$ cat src/rtl/interface_name_responder_rtl_pkg.sv
// interface_name_pkg_hdl: shared responder FSM states, request record and default bus widths
package interface_name_pkg_hdl;
  localparam int ADDR_W = 8;
  localparam int DATA_W = 32;
  typedef enum logic [1:0] {IDLE, WAIT, RESP} responder_state_t;
  typedef struct packed {
    logic              write;
    logic [ADDR_W-1:0] addr;
    logic [DATA_W-1:0] wdata;
  } responder_req_t;
endpackage

$ cat src/rtl/interface_name_responder_rtl_if.sv
// interface_name_if: request (valid/ready/write/addr/wdata) and response (valid/ready/rdata/error) channels; master drives requests, slave drives responses
interface interface_name_if #(
  parameter int ADDR_WIDTH = 8,
  parameter int DATA_WIDTH = 32
);
  logic                  req_valid;
  logic                  req_ready;
  logic                  req_write;
  logic [ADDR_WIDTH-1:0] req_addr;
  logic [DATA_WIDTH-1:0] req_wdata;
  logic                  rsp_valid;
  logic                  rsp_ready;
  logic [DATA_WIDTH-1:0] rsp_rdata;
  logic                  rsp_error;
  modport master (output req_valid, req_write, req_addr, req_wdata, rsp_ready,
                  input  req_ready, rsp_valid, rsp_rdata, rsp_error);
  modport slave  (input  req_valid, req_write, req_addr, req_wdata, rsp_ready,
                  output req_ready, rsp_valid, rsp_rdata, rsp_error);
endinterface

$ cat src/rtl/interface_name_responder_rtl_mem.sv
// interface_name_responder_mem: DEPTH x DATA_WIDTH array; ports clock_i, reset_ni (sync clear), we_i/addr_i/wdata_i (sync write), rdata_o (async read of addr_i)
module interface_name_responder_mem #(
  parameter int DEPTH      = 64,
  parameter int DATA_WIDTH = 32,
  parameter int IW         = 6
) (
  input  logic                  clock_i,
  input  logic                  reset_ni,
  input  logic                  we_i,
  input  logic [IW-1:0]         addr_i,
  input  logic [DATA_WIDTH-1:0] wdata_i,
  output logic [DATA_WIDTH-1:0] rdata_o
);
  logic [DATA_WIDTH-1:0] mem_q [DEPTH];
  always_ff @(posedge clock_i) begin
    if (!reset_ni) begin
      for (int i = 0; i < DEPTH; i++) mem_q[i] <= '0;
    end else if (we_i) begin
      mem_q[addr_i] <= wdata_i;
    end
  end
  assign rdata_o = mem_q[addr_i];
endmodule

$ cat src/rtl/interface_name_responder_rtl.sv
// interface_name_responder_rtl: one-at-a-time memory responder; ports clock_i, reset_ni (sync active-low), bus (interface_name_if.slave)
module interface_name_responder_rtl
  import interface_name_pkg_hdl::*;
#(
  parameter int ADDR_WIDTH = ADDR_W,
  parameter int DATA_WIDTH = DATA_W,
  parameter int DEPTH      = 64,
  parameter int LATENCY    = 2
) (
  input  logic            clock_i,
  input  logic            reset_ni,
  interface_name_if.slave bus
);
  localparam int CW = LATENCY > 0 ? $clog2(LATENCY + 1) : 1;
  localparam int IW = DEPTH > 1 ? $clog2(DEPTH) : 1;
  responder_state_t      state_q, state_d;
  logic [CW-1:0]         cnt_q, cnt_d;
  logic                  write_q, write_d;
  logic [ADDR_WIDTH-1:0] addr_q, addr_d;
  logic                  rsp_valid_q, rsp_valid_d;
  logic [DATA_WIDTH-1:0] rsp_rdata_q, rsp_rdata_d;
  logic                  rsp_error_q, rsp_error_d;
  logic                  accept, in_range, cur_write, enter;
  logic [ADDR_WIDTH-1:0] cur_addr;
  logic [DATA_WIDTH-1:0] mem_rdata;
  assign bus.req_ready = reset_ni && state_q == IDLE;
  assign accept        = bus.req_valid && bus.req_ready;
  // In IDLE the live request is the one being serviced (needed when LATENCY==0 enters RESP at the accept edge)
  assign cur_addr      = state_q == IDLE ? bus.req_addr : addr_q;
  assign cur_write     = state_q == IDLE ? bus.req_write : write_q;
  assign in_range      = 32'(cur_addr) < DEPTH;
  assign bus.rsp_valid = rsp_valid_q;
  assign bus.rsp_rdata = rsp_rdata_q;
  assign bus.rsp_error = rsp_error_q;
  interface_name_responder_mem #(.DEPTH(DEPTH), .DATA_WIDTH(DATA_WIDTH), .IW(IW)) u_mem (
    .clock_i (clock_i),
    .reset_ni(reset_ni),
    .we_i    (accept && bus.req_write && in_range),
    .addr_i  (cur_addr[IW-1:0]),
    .wdata_i (bus.req_wdata),
    .rdata_o (mem_rdata)
  );
  always_comb begin
    state_d = state_q;
    cnt_d   = cnt_q;
    write_d = write_q;
    addr_d  = addr_q;
    unique case (state_q)
      IDLE: if (accept) begin
        write_d = bus.req_write;
        addr_d  = bus.req_addr;
        cnt_d   = CW'(LATENCY);
        state_d = LATENCY == 0 ? RESP : WAIT;
      end
      WAIT: begin
        cnt_d   = cnt_q - 1'b1;
        state_d = cnt_q == CW'(1) ? RESP : WAIT;
      end
      RESP: state_d = bus.rsp_ready ? IDLE : RESP;
      default: state_d = IDLE;
    endcase
    enter       = state_d == RESP && state_q != RESP;
    rsp_valid_d = state_d == RESP;
    rsp_error_d = enter ? !in_range : rsp_valid_d && rsp_error_q;
    rsp_rdata_d = enter ? (!cur_write && in_range ? mem_rdata : '0) : rsp_valid_d ? rsp_rdata_q : '0;
  end
  always_ff @(posedge clock_i) begin
    if (!reset_ni) begin
      state_q     <= IDLE;
      cnt_q       <= '0;
      write_q     <= 1'b0;
      addr_q      <= '0;
      rsp_valid_q <= 1'b0;
      rsp_rdata_q <= '0;
      rsp_error_q <= 1'b0;
    end else begin
      state_q     <= state_d;
      cnt_q       <= cnt_d;
      write_q     <= write_d;
      addr_q      <= addr_d;
      rsp_valid_q <= rsp_valid_d;
      rsp_rdata_q <= rsp_rdata_d;
      rsp_error_q <= rsp_error_d;
    end
  end
endmodule

$ cat src/flat_wrapper.sv
// flat-port wrapper written by rule: the top's interface ports become plain ports
module interface_name_responder_rtl_flat import interface_name_pkg_hdl::*;
#(
  parameter int ADDR_WIDTH = ADDR_W,
  parameter int DATA_WIDTH = DATA_W,
  parameter int DEPTH      = 64,
  parameter int LATENCY    = 2
)
  (clock_i, reset_ni, bus_req_valid, bus_req_write, bus_req_addr, bus_req_wdata, bus_rsp_ready, bus_req_ready, bus_rsp_valid, bus_rsp_rdata, bus_rsp_error);
  interface_name_if #(.ADDR_WIDTH(ADDR_WIDTH), .DATA_WIDTH(DATA_WIDTH)) bus_i ();
  input  logic clock_i;
  input  logic reset_ni;
  input wire logic [$bits(bus_i.req_valid)-1:0] bus_req_valid;
  input wire logic [$bits(bus_i.req_write)-1:0] bus_req_write;
  input wire logic [$bits(bus_i.req_addr)-1:0] bus_req_addr;
  input wire logic [$bits(bus_i.req_wdata)-1:0] bus_req_wdata;
  input wire logic [$bits(bus_i.rsp_ready)-1:0] bus_rsp_ready;
  output wire logic [$bits(bus_i.req_ready)-1:0] bus_req_ready;
  output wire logic [$bits(bus_i.rsp_valid)-1:0] bus_rsp_valid;
  output wire logic [$bits(bus_i.rsp_rdata)-1:0] bus_rsp_rdata;
  output wire logic [$bits(bus_i.rsp_error)-1:0] bus_rsp_error;
  assign bus_i.req_valid = bus_req_valid;
  assign bus_i.req_write = bus_req_write;
  assign bus_i.req_addr = bus_req_addr;
  assign bus_i.req_wdata = bus_req_wdata;
  assign bus_i.rsp_ready = bus_rsp_ready;
  assign bus_req_ready = bus_i.req_ready;
  assign bus_rsp_valid = bus_i.rsp_valid;
  assign bus_rsp_rdata = bus_i.rsp_rdata;
  assign bus_rsp_error = bus_i.rsp_error;
  interface_name_responder_rtl #(.ADDR_WIDTH(ADDR_WIDTH), .DATA_WIDTH(DATA_WIDTH), .DEPTH(DEPTH), .LATENCY(LATENCY)) u_core (.clock_i(clock_i), .reset_ni(reset_ni), .bus(bus_i));
endmodule
$ cat config.mk
export PLATFORM = sky130hd
export DESIGN_NAME = interface_name_responder_rtl_flat
export DESIGN_NICKNAME = d
export VERILOG_FILES = /design/src/rtl/interface_name_responder_rtl_pkg.sv /design/src/rtl/interface_name_responder_rtl_if.sv /design/src/rtl/interface_name_responder_rtl_mem.sv /design/src/rtl/interface_name_responder_rtl.sv /design/src/flat_wrapper.sv
export SDC_FILE = /design/constraint.sdc
export NUM_CORES = 2
export LEC_CHECK = 0
export CORE_MARGIN = 8
export CORE_UTILIZATION = 27
export CTS_BUF_LIST = sky130_fd_sc_hd__clkbuf_2 sky130_fd_sc_hd__clkbuf_4 sky130_fd_sc_hd__clkbuf_8
export DETAILED_ROUTE_END_ITERATION = 6
export DONT_BUFFER_PORTS = 1
export GPL_ROUTABILITY_DRIVEN = 0
export PLACE_DENSITY_LB_ADDON = 0.08
export SYNTH_ARGS = -nofsm -noshare
export SYNTH_HDL_FRONTEND = slang
export SYNTH_HIERARCHICAL = 1
export SYNTH_SLANG_ARGS = --single-unit
$ cat constraint.sdc
create_clock -name clock_i -period 13.1 [get_ports clock_i]
set_clock_uncertainty 0.2 [all_clocks]
set_input_delay 1.965 -clock clock_i [delete_from_list [all_inputs] [get_ports clock_i]]
set_output_delay 1.965 -clock clock_i [all_outputs]
set_load 0.01 [all_outputs]
==> impl_metrics.ini <==
[clock_tree]
cts_hold_buf = 0
clkLatencyLatePin_ps = 1140
cts_root_buf = clkbuf_8
post_cts_buffers = 0
cts_tree = built
clk_pin_slew_ps = 60
cts_resized = 0
cts_max_level = 5
cts_inserted_buffers = 403
cts_num_sinks = 2095
cts_buffer_depth = 4

[outcome]
status = finished, violations left
violations = capacitance limit, slew limit

[sta]
holdWs_ps = 258
relSlewSlack_pct = -5.18
period_needed_ps = 6210
worst_pin_slew_ps = 1560
finalSetupViolCount = 0
period_share_pct = 47.4
maxSlewViolCount = 4
clock.fmax_mhz = 161
worst_slack_ps = 6890
totalNegativeSetupSlack_ps = 0
rsz0062_at_grt = false
hold_violations = 0

[grt]
grt_use_total_pct = 21.0
antenna_found_initial = 54
grt_remaining_overflow = 0
grt_max_degree = 116
grt_pass1_vias = 60600
grt_pass1_wl_um = 549000

[synthesis]
syn_inst = 7133
synth_area_um2 = 95400
async_flop_share_pct = 0
syn_avg_cell_area_um2 = 13.4
netlist.area_leader.share_pct = 64.5
synthTopCellsByArea = edfxtp_1 (64%), and2_1 (13%), a221oi_1 (3.8%)
yosys_warnings = 6
ys.flop_type = edfxtp_1
ys_ff_latch = 2095
synth_nets = 7179
synth_area_leader_cell = edfxtp_1
synth-edff-count = 2048
ys_types = 72
yosysSeqAreaShare_pct = 65.5

[route]
post_drt_via_cell_ratio = 5.09
route.met2.wl_um = 185000
drc = 0
top_layer_used = met5
totalWireLength_um = 406000
dr.first_iter.drc_count = 6564
wire_per_inst_um = 33.6
drt_first_pass_iters = 5
wl_met1_um = 183000
ant_nets = 0
vias = 61600
wl_met3_um = 25000

[critical_path]
start_kind = register
worstPathCellList = nor2_8 > mux2_8 > buf_4 > buf_4 > inv_4 > buf_4 > buf_4 > mux2i_1 > o22ai_1 > a211oi_1 > nand4_1 > nand3_1 > o21ai_2
arrival_ps = 7000
reg2reg_from = u_core/state_q[0]
critPathMaxStageDelay_ps = 1260
required_ps = 13900
path_common_cell = buf_4
cp_max_fo = 44
worst-r2r-setup-slack_ps = 6890
rr_endpoint = u_core/bus.rsp_rdata[20]
critical-path-slowest-cell = a211oi_1
path_class = reg -> reg
cp-startpoint = u_core/state_q[0]
end_kind = register
r2r_cells = 13
path_buf_inv = 5
crit_family = buffers and inverters

[pwr]
leakagePower_nw = 38.0
peakVddDrop_v = 0.0000718
power_density_nw_per_um2 = 144

[place]
hpwl_um = 231000
pre_cts_ws_ps = 5900
placed_cell_area_um2 = 101000
numPortBuffers = 0

[floorplanning]
num_rows = 218
die_h_um = 610
start_util_pct = 27.1
die_w_um = 610
core_um2 = 352000
ioPinCount = 80
die_area_um2 = 373000

[cells_and_area]
final_nets = 7034
layout_common_cells = and2_1 (2051), edfxtp_1 (2048), a221oi_1 (416), clkbuf_8 (409), buf_4 (255)
drive_gt1_share_pct = 17.8
stdcell_area_um2 = 109000
final_common_cell = and2_1
final_util_pct = 31.0
syn_to_final_growth_pct = 14.4

[run]
drv_cap = 2

[worst_hold_path]
hold_end = u_core/addr_q[4]
hold_depth = 2
hp-class = reg -> reg
hold_start = u_core/addr_q[4]
worst max path at each step:
| stage | endpoint | slack [ps] | cells after the start |
|---|---|---|---|
| final | u_core/bus.rsp_rdata[20] | 6890 | 13 |
| after global routing | u_core/bus.rsp_rdata[20] | 6900 | 13 |
| after CTS | u_core/bus.rsp_rdata[20] | 6980 | 13 |
| after detailed placement | u_core/bus.rsp_rdata[20] | 5900 | 12 |
| after global placement | u_core/bus.rsp_rdata[18] | 5640 | 12 |
| after floorplan | u_core/u_mem/mem_q[10][0] | 6840 | 8 |
synth_stat cells (4+ instances only):
cell and count:
a211oi_1 18, a21o_1 26, a21oi_1 48, a221o_1 5
a221oi_1 416, a22o_1 17, a22oi_1 157, a31oi_1 27
a32oi_1 6, and2_1 2054, and3_1 82, and3b_1 6
buf_1 67, buf_2 95, buf_4 10, buf_6 11
clkbuf_1 630, dfxtp_1 47, edfxtp_1 2048, inv_1 4
mux2_2 117, mux2i_1 100, mux4_2 84, nand2_1 146
nand2b_1 8, nand3_1 59, nand3b_1 59, nand4_1 32
nor2_1 92, nor2b_1 12, nor3_1 76, nor3b_1 96
nor4_1 27, nor4bb_1 4, o2111ai_1 26, o211ai_1 15
o21ai_0 201, o21ai_2 30, o221ai_1 20, o22a_1 15
o22ai_1 91, or3b_2 7
kinds of logic after synthesis:
kind of cell,count (synthesis),synth area share [%]
fa+ha+maj,1,0.0131
flops,2095,65.5
compound gates,1142,8.92
mux,302,4.44
simple gates,2775,17.7
buf+inv,818,3.47
worst register-to-register path: cells and delay by family, from the launching register on:
kind,cells,cell delay (ps)
buf+inv,5,2390
compound gates,3,1590
mux,2,800
flops,1,660
simple gates,3,490
metrics by stage:
step           total power [mW]  instances
2_1_floorplan              8.65       7133
3_3_place_gp               9.46      11300
3_5_place_dp               9.46      11300
4_1_cts                    15.9      12000
5_1_grt                    16.2      12000
6_report                   15.7      12100
sequential cells by signal, indices dropped and copies added, names as in the netlist:
register              cells
u_core/bus.rsp_rdata     32
u_core/state_q            2
u_core/bus.rsp_error      1
u_core/u_mem/mem_q     2048
u_core/write_q            1
u_core/addr_q             8
u_core/bus.rsp_valid      1
u_core/cnt_q              2
layout make-up:
type / instances / area [um^2]
Antenna cell: 69 / 173
Inverter: 5 / 31.3
Tap cell: 4730 / 5920
Fill cell: 35000 / 243000
Sequential cell: 2095 / 62400
Timing Repair Buffer: 263 / 2070
Clock buffer: 597 / 7040
Clock inverter: 120 / 599
Multi-Input combinational cell: 4220 / 30800
routing by layer:
layer / vias up / track usage [%]
li1: 26400 / -
met1: 32600 / 29.4
met2: 2135 / 33.3
met3: 507 / 3.44
met4: 4 / 6.37
met5: - / 0
report_power, final:
group          switching, mW  internal, mW
combinational           1.26         0.430
sequential            0.0641          7.56
clock                   2.96          3.43
total                   4.29          11.4
(Power assumes the default switching activity.)
